`config.mk`:
```
export PLATFORM = sky130hd
export DESIGN_NAME = traffic_phase_ctrl
export DESIGN_NICKNAME = d
export VERILOG_FILES = /design/src/rtl/traffic_phase_ctrl.sv
export SDC_FILE = /design/constraint.sdc
export NUM_CORES = 1
export LEC_CHECK = 0
export CAP_MARGIN = 20
export CORE_ASPECT_RATIO = 0.5
export CORE_MARGIN = 2
export CORE_UTILIZATION = 25
export CTS_BUF_LIST = sky130_fd_sc_hd__clkbuf_4 sky130_fd_sc_hd__clkbuf_8 sky130_fd_sc_hd__clkbuf_16
export DETAILED_ROUTE_END_ITERATION = 8
export MAX_ROUTING_LAYER = met4
export PLACE_DENSITY = 0.45
export SLEW_MARGIN = 15
export SYNTH_ARGS = -nofsm -noshare
export SYNTH_HDL_FRONTEND = slang
export SYNTH_SLANG_ARGS = --single-unit
```
`constraint.sdc`:
```
create_clock -name io_in -period 5.75 [get_ports io_in]
set_input_delay 0.8625 -clock io_in [delete_from_list [all_inputs] [get_ports io_in]]
set_output_delay 0.8625 -clock io_in [all_outputs]
set_load 0.01 [all_outputs]
```
`src/rtl/traffic_phase_ctrl.sv`:
```
// Traffic light phase controller: RED -> GREEN -> YELLOW -> (WALK) -> RED.
// A 16-bit prescaler produces a one-clock tick; every phase lasts a fixed
// number of ticks. A synchronized pedestrian button requests a WALK phase
// that is served after the next YELLOW.
// The packed io_in/io_out byte carries clock, reset, inputs, lamps and the
// state code. io_out[7:6] always shows the registered FSM state.
module traffic_phase_ctrl #(
   parameter logic [15:0] PRESCALE     = 16'hFFFF,
   parameter int          RED_TICKS    = 6,
   parameter int          GREEN_TICKS  = 8,
   parameter int          YELLOW_TICKS = 2,
   parameter int          WALK_TICKS   = 4
) (
   input  logic [7:0] io_in,
   output logic [7:0] io_out
);

   typedef enum logic [1:0] {
      ST_RED    = 2'b00,
      ST_GREEN  = 2'b01,
      ST_YELLOW = 2'b10,
      ST_WALK   = 2'b11
   } state_t;

   // Dwell reload values: a phase of N ticks counts N-1 down to 0.
   localparam logic [3:0] RED_DW    = 4'(RED_TICKS - 1);
   localparam logic [3:0] GREEN_DW  = 4'(GREEN_TICKS - 1);
   localparam logic [3:0] YELLOW_DW = 4'(YELLOW_TICKS - 1);
   localparam logic [3:0] WALK_DW   = 4'(WALK_TICKS - 1);

   logic clk;
   logic rst_n;
   logic ped_req;
   logic fast;
   logic unused_in;

   assign clk       = io_in[0];
   assign rst_n     = io_in[1];
   assign ped_req   = io_in[2];
   assign fast      = io_in[3];
   assign unused_in = ^io_in[7:4];

   // ---------------------------------------------------------------
   // Prescaler
   // ---------------------------------------------------------------
   logic [15:0] tc;
   logic [15:0] pre_cnt_q, pre_cnt_d;
   logic        tick;

   // Terminal-count compare uses >= so a switch to a smaller TC while the
   // counter is already past it ticks right away instead of wrapping.
   always_comb begin
      tc        = fast ? 16'd15 : PRESCALE;
      tick      = (pre_cnt_q >= tc);
      pre_cnt_d = tick ? 16'd0 : (pre_cnt_q + 16'd1);
   end

   // Prescaler counter register.
   always_ff @(posedge clk or negedge rst_n) begin
      if (!rst_n) begin
         pre_cnt_q <= 16'd0;
      end else begin
         pre_cnt_q <= pre_cnt_d;
      end
   end

   // ---------------------------------------------------------------
   // Pedestrian button synchronizer and rising-edge detect
   // ---------------------------------------------------------------
   logic sync1_q, sync1_d;
   logic sync2_q, sync2_d;
   logic sync_prev_q, sync_prev_d;
   logic ped_rise;

   // Two-flop synchronizer plus one delay stage for edge detection.
   always_comb begin
      sync1_d     = ped_req;
      sync2_d     = sync1_q;
      sync_prev_d = sync2_q;
      ped_rise    = sync2_q & ~sync_prev_q;
   end

   // Synchronizer registers.
   always_ff @(posedge clk or negedge rst_n) begin
      if (!rst_n) begin
         sync1_q     <= 1'b0;
         sync2_q     <= 1'b0;
         sync_prev_q <= 1'b0;
      end else begin
         sync1_q     <= sync1_d;
         sync2_q     <= sync2_d;
         sync_prev_q <= sync_prev_d;
      end
   end

   // ---------------------------------------------------------------
   // Phase FSM
   // ---------------------------------------------------------------
   state_t     state_q, state_d;
   logic [3:0] dwell_q, dwell_d;
   logic       pend_q, pend_d;
   logic [3:0] lamp_q, lamp_d;   // {walk, yellow, green, red}

   // Next-state, dwell, pending-request and lamp decode. The pending
   // clear on WALK entry is written after the set so it wins.
   always_comb begin
      state_d = state_q;
      dwell_d = dwell_q;
      pend_d  = pend_q;

      if (ped_rise && (state_q != ST_WALK)) begin
         pend_d = 1'b1;
      end

      if (tick) begin
         if (dwell_q != 4'd0) begin
            dwell_d = dwell_q - 4'd1;
         end else begin
            case (state_q)
               ST_RED: begin
                  state_d = ST_GREEN;
                  dwell_d = GREEN_DW;
               end
               ST_GREEN: begin
                  state_d = ST_YELLOW;
                  dwell_d = YELLOW_DW;
               end
               ST_YELLOW: begin
                  if (pend_q) begin
                     state_d = ST_WALK;
                     dwell_d = WALK_DW;
                     pend_d  = 1'b0;
                  end else begin
                     state_d = ST_RED;
                     dwell_d = RED_DW;
                  end
               end
               ST_WALK: begin
                  state_d = ST_RED;
                  dwell_d = RED_DW;
               end
               default: begin
                  state_d = ST_RED;
                  dwell_d = RED_DW;
               end
            endcase
         end
      end

      case (state_d)
         ST_RED:    lamp_d = 4'b0001;
         ST_GREEN:  lamp_d = 4'b0010;
         ST_YELLOW: lamp_d = 4'b0100;
         ST_WALK:   lamp_d = 4'b1001;
         default:   lamp_d = 4'b0001;
      endcase
   end

   // FSM registers; lamps are registered alongside the state they decode.
   always_ff @(posedge clk or negedge rst_n) begin
      if (!rst_n) begin
         state_q <= ST_RED;
         dwell_q <= RED_DW;
         pend_q  <= 1'b0;
         lamp_q  <= 4'b0001;
      end else begin
         state_q <= state_d;
         dwell_q <= dwell_d;
         pend_q  <= pend_d;
         lamp_q  <= lamp_d;
      end
   end

   assign io_out = {state_q, tick, pend_q, lamp_q};

endmodule

```
# Yosys cells after proc, flatten, opt, wreduce, memory -nomap -nowiden
# Cells that the tools add are included.
[word_totals]
regBits = 30
in_bits = 8
output_inout_bits = 8
[classes]
add_sub_neg = 2
order_cmp = 1
n_eq_ne = 7
n_mux = 15
n_bitwise = 2
n_reduce_logical = 4
[op_table]
columns = ["op", "n"]
rows = [
  ["two-way mux 16 bit", 2],
  ["one-hot mux 4 bit (4 select lines)", 2],
  ["adder 16 x 1 -> 16 bit, second input constant", 1],
  ["greater-or-equal comparator 16 bit", 1],
  ["== test 2 bit, second input constant", 4],
  ["one-hot mux 2 bit (4 select lines)", 1],
  ["two-way mux 2 bit", 3],
  ["two-way mux 1 bit", 5],
  ["== test 2 x 1 -> 1 bit, second input constant", 2],
  ["logical NOT 2 bit", 2],
  ["two-way mux 4 bit", 1],
  ["nonzero test 4 bit", 1],
  ["subtractor 4 x 1 -> 4 bit, second input constant", 1],
  ["two-way mux 3 bit", 1],
  ["!= test 2 bit, second input constant", 1],
  ["AND 1 bit", 1],
  ["logical AND 1 bit", 1],
  ["inverter 1 bit", 1],
]

# Depth between registers and ports, before layout
[depth]
depth_word = 8
mapped_depth = 8
mapped_depth_nobuf = 7

# Worst setup path before layout
# OpenSTA, ideal clock, no wires.
[synth_path]
path_type = "reg-to-output"
start = "register pre_cnt_q[11]"
end = "output io_out[5]"
arrival_ns = 1.710
path_slack_ns = 3.177
path_stages_with_launch = 9
n_path_buf = 2
path_cell_list = "dfrtp_1 ha_1 a21oi_1 o21ai_1 a21oi_2 and2_4 inv_2 buf_6 buf_4"
[synth_between]
elab_chain_cells = 1
[synth_lines]
columns = ["element", "line", "source"]
rows = [
  ["start: declaration", "47", "logic [15:0] pre_cnt_q, pre_cnt_d;"],
  ["start signal: assignment", "63", "pre_cnt_q <= pre_cnt_d;"],
  ["greater-or-equal comparator 16 bit", "54", "tick = (pre_cnt_q >= tc);"],
  ["end: declaration", "15", "output logic [7:0] io_out"],
]
# No other way between the ends.

==> key figures <==
Timing
  • Slew at the pin closest to its max-slew limit: around 0.4 ns
  • Min Hold Slack: -0.3224 ns
  • # setup viols final: 0
  • Max Slew Vio Count: 0
  • TNS Setup: 0 ns
  • Clock skew: 0.004261 ns
  • Relative slew slack: 72.43%
  • RSZ-0062 raised after global routing: false
  • Fin worst setup slack: 0.2057 ns
  • Final Hold Fails: 31

Floorplan
  • Die area: just over 7000 um^2
  • FP Rows: 20
  • Chip Width: 118.0 um
  • Num ports: 16
  • Core Box Area: slightly above 6000 um^2
  • Initial core utilization: 26.30%
  • Die height: between 60 and 70 um

Route
  • Routed wire length: 4903 um
  • Met2 routed WL: 2183 um
  • Drt first pass iters: 6
  • # DRC: 0
  • Final antenna-violating net count: 0
  • M1 WL: around 1700 um
  • Routed wire length per instance: 15.27 um
  • Iter 0 DRT Violations: 121
  • WL met3: ~750 um
  • Drt via density: 4.788
  • Uppermost layer routed: met4
  • Via count: 1537

Synth
  • Sequential element share of the synthesized area: 46.42%
  • Synth Cell Area: 1625 um^2
  • Flops & latches, synth: 30
  • Syn nets: around 180
  • Number of synthesized flops with an enable pin: 0
  • Distinct cells, synth: 33
  • Syn Inst Count: between 150 and 200
  • Main synth FF type: dfrtp_1
  • Syn. warnings: 0
  • Ys async rst share: 100.0%
  • Syn_area_per_cell: 10.29 um^2

Run
  • Max_cap viols: 0

Global route
  • Initial antenna violation count: 0
  • Vias in the first global route: 2207
  • Largest net degree at the start of global routing: 11
  • Total GRT Usage: 16.83%
  • First-pass GRT wire length: between 8000 and 9000 um
  • Total grt overflow: 0

Power
  • Peak supply drop: 0.0006433 V
  • Leak: 1.434 nW
  • Pwr dens: 862.8 nW/um^2

Placement
  • PortBufs: 8
  • Placed insts: 251
  • DP Worst Slack: 0.4554 ns
  • Final Wtd Congestion: 0.7847
  • HPWL after DPL: 2181 um

Outcome
  • Failing checks: negative hold slack
  • Status: finished with violations

Setup path
  • Setup crit start kind: clock port
  • Crit Path Max Fanout: 8
  • CP Class: clock port to output pin
  • Critical path required time: 4.89 ns
  • Worst path arrival time: 4.68 ns
  • Critical Path Sink Type: output pin

Finish
  • Most common cell after layout, fill and taps aside: clkbuf_16
  • Layout area overhead: 86.37%
  • N_diodes: 0
  • Share of layout cells above drive strength 1: 42.06%
  • Most frequent cells in the layout: clkbuf_16 (35), dfrtp_1 (27), nor2_1 (23), inv_2 (19), nand2_1 (14)
  • Layout Nets: 246
  • Non-Filler Instances: 321

Worst hold path
  • Hold/Removal Path Class: clock port to asynchronous set/reset pin

Clock network
  • Reg clk slew, reported paths: 0.05 ns
  • TritonCTS clock tree: done
  • Worst-skew pair later-pin latency: 0.28 ns
synthesized netlist by cell type, types with 2 or more instances:
cell	count	share of area, %
o32ai_1	2	1.1
o21ai_0	2	0.62
nand3_1	4	1.2
xnor2_1	7	3.8
nand2_1	14	3.2
xor2_1	7	3.8
a21oi_2	2	1.1
inv_1	6	1.4
a21oi_1	11	3.4
mux2i_1	2	1.2
nor2_1	24	5.5
o21ai_1	2	0.62
a31oi_1	2	0.77
mux2_2	3	2.1
dfrtp_1	27	42
buf_4	2	0.92
ha_1	17	13
nand4_1	5	1.9
and3_1	3	1.2
dfstp_2	3	4.9
registers in the layout, indices dropped and copies added, names as in the netlist, named ones only:
register     flops
dwell_q          4
lamp_q           4
pend_q           1
pre_cnt_q       16
state_q          1
sync1_q          1
sync2_q          1
sync_prev_q      1
area by class of cell:
class / instances / area, um^2
tap: 88 / 110.1
inverter: 5 / 18.77
clock buffer: 44 / 947.2
sequential: 30 / 754.5
fill: 523 / 3152
timing repair buffer: 7 / 70.07
multi-input combinational: 118 / 918.4
clock inverter: 29 / 210.2
per-stage QoR:
step           util, %  area, um^2  hold WS, ns  power (mW)
3_3_place_gp     28.95        1789      -0.2956      0.6200
3_5_place_dp     28.95        1789      -0.2956      0.6200
5_1_grt          49.01        3029      -0.3289       2.855
2_1_floorplan        -        1625      -0.2956      0.6333
6_report         49.01        3029      -0.3224       2.614
4_1_cts          49.01        3029      -0.3188       2.705
where the power goes:
| part | internal [mW] | leakage, nW | switching (mW) |
|---|---|---|---|
| clock | 1.52 | 0.864 | 0.860 |
| combinational | 0 | 0.152 | 0 |
| sequential | 0.236 | 0.418 | 0 |
| total | 1.75 | 1.43 | 0.860 |
cells by family (layout without fill, tap and decap cells):
logic type	count (synthesis)	count (layout)	share of synthesized area (%)
XOR/XNOR	14	14	7.544
adder cells (fa/ha/maj)	17	17	13.09
buffers and inverters	10	85	3.233
AO/OA/AOI/OAI	25	25	9.931
multiplexers	5	5	3.310
AND/OR/NAND/NOR	57	57	16.48
flip-flops	30	30	46.42
metal layers:
metal / global-route usage (%) / vias to the layer above
li1: - / 687
met1: 9.423 / 708
met2: 17.61 / 115
met3: 21.30 / 27
met4: 29.26 / 0
met5: - / -
critical path, stage by stage:
cell and delay [ns]:
clkbuf_16 0.16, clkbuf_16 0.17, ha_1 0.32, a21oi_1 0.16, o21ai_2 0.09, o21ai_2 0.15, clkbuf_16 0.16, clkbuf_16 0.12
and2_4 0.17, clkbuf_16 0.15, inv_2 0.03, buf_2 0.12
path summary, 6_finish.rpt:
check | startpoint | slack (ns) | end | depth (start not counted)
min reg2reg | sync1_q | 0.35 | sync2_q | 0
max in group asynchronous | io_in[1] | 5.88 | dwell_q[0] | 2
max reg2reg | pre_cnt_q[14] | 2.77 | lamp_q[0] | 13
max | io_in[3] | 0.21 | io_out[5] | 12
min | io_in[1] | -0.32 | pre_cnt_q[11] | 2
min in group io_in | io_in[2] | -0.25 | sync1_q | 0
repair_timing:
item | in CTS | in global routing
pin swaps | 5 | 2
endpoints found under the setup margin | 1 | 1
hold buffers | 0 | 0
resized for setup | 18 | 1
setup buffers | 0 | 5
No activity file was read; power rests on OpenSTA's default activity.
